`src/rtl/apb_req_arbiter.sv`:
```
// Two-requester round-robin APB master: one transfer at a time, registered APB
// controls, and an abort when the slave holds PREADY low for TIMEOUT ACCESS cycles.
module apb_req_arbiter #(
   parameter int TIMEOUT = 15
) (
   input  logic       PCLK,
   input  logic       PRESET,
   input  logic       req0,
   input  logic       req1,
   input  logic       wr0,
   input  logic       wr1,
   input  logic [6:0] addr0,
   input  logic [6:0] addr1,
   input  logic [7:0] wdata0,
   input  logic [7:0] wdata1,
   output logic       gnt0,
   output logic       gnt1,
   output logic       done0,
   output logic       done1,
   output logic [7:0] rdata,
   output logic       err,
   output logic       PSELECT1,
   output logic       PSELECT2,
   output logic       PENABLE,
   output logic       PWRITE,
   output logic [6:0] PADDR,
   output logic [7:0] PWDATA,
   input  logic [7:0] PRDATA,
   input  logic       PREADY,
   input  logic       PSLVERR
);

   typedef enum logic [1:0] {IDLE = 2'd0, SETUP = 2'd1, ACCESS = 2'd2} state_t;

   localparam logic [7:0] TMO = 8'(TIMEOUT);

   state_t     state_r, state_s;
   logic [7:0] cnt_r, cnt_s, cnt_inc_s;
   logic       last_r, last_s;
   logic       owner_r, owner_s;
   logic       winner_s, end_s;
   logic       gnt0_s, gnt1_s, done0_s, done1_s, err_s;
   logic       psel1_s, psel2_s, penable_s, pwrite_s;
   logic [6:0] paddr_s;
   logic [7:0] pwdata_s, rdata_s;

   // last_r names the requester granted most recently; a tie goes to the other one.
   assign winner_s  = (req0 && req1) ? ~last_r : req1;
   assign cnt_inc_s = cnt_r + 8'd1;

   // Next-state and next-output computation.
   always_comb begin
      state_s   = state_r;
      cnt_s     = cnt_r;
      last_s    = last_r;
      owner_s   = owner_r;
      gnt0_s    = gnt0;
      gnt1_s    = gnt1;
      done0_s   = 1'b0;
      done1_s   = 1'b0;
      err_s     = err;
      rdata_s   = rdata;
      psel1_s   = PSELECT1;
      psel2_s   = PSELECT2;
      penable_s = PENABLE;
      pwrite_s  = PWRITE;
      paddr_s   = PADDR;
      pwdata_s  = PWDATA;
      end_s     = 1'b0;
      case (state_r)
         IDLE: begin
            if (req0 || req1) begin
               state_s   = SETUP;
               owner_s   = winner_s;
               last_s    = winner_s;
               gnt0_s    = ~winner_s;
               gnt1_s    = winner_s;
               pwrite_s  = winner_s ? wr1 : wr0;
               paddr_s   = winner_s ? addr1 : addr0;
               pwdata_s  = winner_s ? wdata1 : wdata0;
               psel1_s   = winner_s ? addr1[6] : addr0[6];
               psel2_s   = winner_s ? ~addr1[6] : ~addr0[6];
               penable_s = 1'b0;
            end else begin
               gnt0_s    = 1'b0;
               gnt1_s    = 1'b0;
               psel1_s   = 1'b0;
               psel2_s   = 1'b0;
               penable_s = 1'b0;
            end
         end
         SETUP: begin
            state_s   = ACCESS;
            penable_s = 1'b1;
            cnt_s     = 8'd0;
         end
         ACCESS: begin
            if (PREADY) begin
               end_s   = 1'b1;
               err_s   = PSLVERR;
               rdata_s = PWRITE ? rdata : PRDATA;
            end else if (cnt_inc_s == TMO) begin
               end_s = 1'b1;
               err_s = 1'b1;
               cnt_s = cnt_inc_s;
            end else begin
               cnt_s = cnt_inc_s;
            end
         end
         default: begin
            state_s   = IDLE;
            gnt0_s    = 1'b0;
            gnt1_s    = 1'b0;
            psel1_s   = 1'b0;
            psel2_s   = 1'b0;
            penable_s = 1'b0;
         end
      endcase
      // Completion (normal or aborted) releases the bus and pulses the owner's done.
      if (end_s) begin
         state_s   = IDLE;
         gnt0_s    = 1'b0;
         gnt1_s    = 1'b0;
         psel1_s   = 1'b0;
         psel2_s   = 1'b0;
         penable_s = 1'b0;
         done0_s   = ~owner_r;
         done1_s   = owner_r;
      end else begin
         done0_s   = 1'b0;
         done1_s   = 1'b0;
      end
   end

   // State and output registers; reset leaves the pointer favouring req0.
   always_ff @(posedge PCLK) begin
      if (PRESET) begin
         state_r  <= IDLE;
         cnt_r    <= 8'd0;
         last_r   <= 1'b1;
         owner_r  <= 1'b0;
         gnt0     <= 1'b0;
         gnt1     <= 1'b0;
         done0    <= 1'b0;
         done1    <= 1'b0;
         err      <= 1'b0;
         rdata    <= 8'd0;
         PSELECT1 <= 1'b0;
         PSELECT2 <= 1'b0;
         PENABLE  <= 1'b0;
         PWRITE   <= 1'b0;
         PADDR    <= 7'd0;
         PWDATA   <= 8'd0;
      end else begin
         state_r  <= state_s;
         cnt_r    <= cnt_s;
         last_r   <= last_s;
         owner_r  <= owner_s;
         gnt0     <= gnt0_s;
         gnt1     <= gnt1_s;
         done0    <= done0_s;
         done1    <= done1_s;
         err      <= err_s;
         rdata    <= rdata_s;
         PSELECT1 <= psel1_s;
         PSELECT2 <= psel2_s;
         PENABLE  <= penable_s;
         PWRITE   <= pwrite_s;
         PADDR    <= paddr_s;
         PWDATA   <= pwdata_s;
      end
   end

endmodule

```
`config.mk`:
```
export PLATFORM = sky130hd
export DESIGN_NAME = apb_req_arbiter
export DESIGN_NICKNAME = d
export VERILOG_FILES = /design/src/rtl/apb_req_arbiter.sv
export SDC_FILE = /design/constraint.sdc
export NUM_CORES = 1
export LEC_CHECK = 0
export BUFFER_PORTS_ARGS = -buffer_cell sky130_fd_sc_hd__buf_2
export CAP_MARGIN = 20
export CORE_MARGIN = 2
export CORE_UTILIZATION = 52
export CTS_CLUSTER_SIZE = 14
export DETAILED_ROUTE_END_ITERATION = 7
export PLACE_DENSITY = 0.84
export SLEW_MARGIN = 30
export SYNTH_ARGS = -nofsm -noshare
export SYNTH_HDL_FRONTEND = slang
export SYNTH_SLANG_ARGS = --single-unit
```
`constraint.sdc`:
```
create_clock -name PCLK -period 3.91 [get_ports PCLK]
set_input_delay 0.391 -clock PCLK [delete_from_list [all_inputs] [get_ports PCLK]]
set_output_delay 0.391 -clock PCLK [all_outputs]
set_load 0.01 [all_outputs]
```
==> flow_summary.yaml <==
drt:
  wire_per_inst_um: 12.1
  num_vias: 1915
  first_pass_iters: 4
  wirelength_um: 4320
  drt_iter0_markers: 99
  via_per_inst: 5.36
  ant_nets: 0
  drc: 0
critical_path:
  path_class: "reg2reg"
  crit_start: "state_r[0]$_SDFFE_PP0P_"
  worst-path-buf-inv: 1
  cp-end-kind: "flip-flop"
  cpLargestDelayFamily: "adder cells"
  arrival_ns: 2.33
  r2r_start: "state_r[0]$_SDFFE_PP0P_"
  cpPeakStageDelay_ns: 0.63
  crit_chain: "inv_1, ha_1, and3b_1, o2111ai_1, a211oi_2, nor3_1"
  slowest_stage: "ha_1"
  worst_setup_path_start_kind: "flip-flop"
  crit_fanout: 25
  crit_required_ns: 4.07
clock_tree:
  numCtsBuffers: 5
  insertion_delay_ns: 0.29
  path_clk_slew_ns: 0.08
  cts_hold_buffers: 0
  cts_setup_buffers: 0
  clock_path_buffers: 2
  cts_tree: "yes"
  cts_root_buffer: "clkbuf_8"
  ctsResizeCount: 0
  cts_num_sinks: 44
  htree_levels: 2
synthesis:
  synth-seq-area-share: 0.421
  synth_area_leader_cell: "dfxtp_1"
  synth_cells: 236
  synth.area.top_cells: "dfxtp_1 (42%), mux2i_1 (8.1%), a211oi_1 (5.7%)"
  synthFlopType: "dfxtp_1"
  synth-seq-cells: 44
  synth_nets: 287
  yosysWarnings: 0
  postSynth.asyncResetShare: 0
  syn_area_um2: 2090
  synth.top_cell.area_share: 0.421
  syn_area_per_cell_um2: 8.87
  synth_edf_count: 0
  synthDistinctLibCells: 44
power_and_ir_drop:
  power_switching_uw: 374
  clkPwrFrac: 0.297
  ir_worst_vdd_mv: 0.311
  p_int_uw: 853
  seqPwrFrac: 0.439
  power_switching_share: 0.305
  leakagePower_nw: 1.14
  p_comb_frac: 0.264
  cellPowerDensity_nw_per_um2: 471
timing:
  maxSlewHeadroom: 0.500
  max_freq_mhz: 462
  maxSlewViolCount: 0
  setup_viol: 0
  hold_slack_ns: 0.326
  post-route-period-util: 0.554
  finClkSkew_ns: 0.00718
  rsz0062_at_grt: "no"
  fin_setup_tns_ns: 0
  tightestPinTransition_ns: 0.748
  fin_crit_ns: 2.17
  hold_viol: 0
min_path:
  hold_class: "in2reg"
  min-delay-start: "PRDATA[1]"
layout:
  fill_cells: 329
  antenna_cells: 0
  post-route-util: 0.660
  syn_to_final_growth_pct: 24.4
  final_area_um2: 2600
  fin_nets: 357
  drive_gt1_frac: 0.306
floorplanning:
  die_h_um: 67.4
  fp.coreArea_um2: 3940
  start_util: 0.531
  ios: 78
  die_x_um: 67.4
  rows: 23
  die_area_um2: 4550
global_route:
  grt_pass1_vias: 1578
  antenna_found_initial: 0
  overflow: 0
  grt_max_degree: 37
  grt_usage: 0.201
  grt_pass1_wl_um: 7010
placement:
  hpwl_um: 3100
  io_buffers: 77
  place_congestion: 0.818
  placed_area_um2: 2480
job:
  drv_cap: 0
status:
  outcome: "complete, no violations"
-- flip-flops by register name (all words and copies together) (netlist names), 2 cells and up --
register and flops:
cnt_r 8, rdata 8, PWDATA 8, state_r 2, PADDR 7
-- layout make-up --
type                    count  area [um2]  area share
clock inverters             2        38.8      0.0149
clock buffers               6        82.6      0.0317
multi-input cells         172        1130       0.434
well taps                  50        62.6      0.0240
flip-flops and latches     44         881       0.338
inverters                   6        22.5     0.00865
repair buffers             77         385       0.148
-- metal layers --
layer	GRT usage	up-vias	wire length, um
met5	0	-	0
met4	0.0689	0	49
met3	0.0433	7	246
met2	0.312	57	1970
met1	0.276	849	2060
li1	-	1002	-
-- cells in the mapped netlist, types with 3 or more instances --
library cell,instances
inv_1,6
nor3_1,3
buf_2,3
mux2i_1,17
nand3_1,4
ha_1,5
a211oi_1,16
buf_1,3
o21ai_0,6
clkbuf_1,5
a21oi_1,17
nand2_1,25
dfxtp_1,44
a31oi_1,3
and2_1,3
nor2b_1,3
nor3b_1,7
nor2_1,27
and3b_1,3
a311oi_1,3
-- final timing paths --
path / to / slack [ns] / cells past startpoint
hold reg to reg: rdata[7]$_SDFFE_PP0P_ / 0.45 / 2
hold / removal: rdata[1]$_SDFFE_PP0P_ / 0.33 / 3
setup reg to reg: PSELECT2$_SDFFE_PP0N_ / 1.74 / 6
setup / recovery: PSELECT2$_SDFFE_PP0N_ / 1.74 / 6
-- logic make-up after synthesis --
group,after synthesis,share of synthesized area
compound gates,62,0.205
fa+ha+maj,5,0.0299
buf+inv,20,0.0448
flops,44,0.421
mux,17,0.0813
simple gates,88,0.218
-- layout by cell type, fill, tap and decap left out, types with 3 or more instances in the layout --
cell / netlist / routed
mux2i_1: 17 / 17
nor2_1: 27 / 27
o21ai_0: 6 / 6
dfxtp_1: 44 / 44
nand2_1: 25 / 25
nor2b_1: 3 / 3
buf_2: 3 / 77
inv_1: 6 / 6
and3b_1: 3 / 3
a211oi_1: 16 / 16
nor3b_1: 7 / 7
nor3_1: 3 / 3
a311oi_1: 3 / 3
nand3_1: 4 / 4
and2_1: 3 / 3
ha_1: 5 / 5
a31oi_1: 3 / 3
a21oi_1: 17 / 17
clkbuf_8: 0 / 6
-- stage by stage --
stage,cells,power [mW],setup WS (ns)
floorplan,236,0.766,2.38
global placement,349,0.866,1.81
detailed placement,349,0.875,1.74
CTS,357,1.24,1.70
global route,357,1.30,1.52
finish,357,1.23,1.74
-- worst min-delay path: cells and delay by family --
| family | cells | cell delay (ns) |
|---|---|---|
| and+or+nand+nor | 1 | 0.05 |
| AOI/OAI and AO/OA | 1 | 0.05 |
| buffers and inverters | 1 | 0.09 |
-- power groups by stage --
stage / registers [mW] / logic [mW] / clock network (mW)
3_3_place_gp: 0.548 / 0.318 / 0
6_report: 0.539 / 0.324 / 0.364
4_1_cts: 0.540 / 0.327 / 0.369
2_1_floorplan: 0.570 / 0.196 / 0
3_5_place_dp: 0.549 / 0.325 / 0
5_1_grt: 0.546 / 0.368 / 0.386
Power figures use the tool's default switching activity.
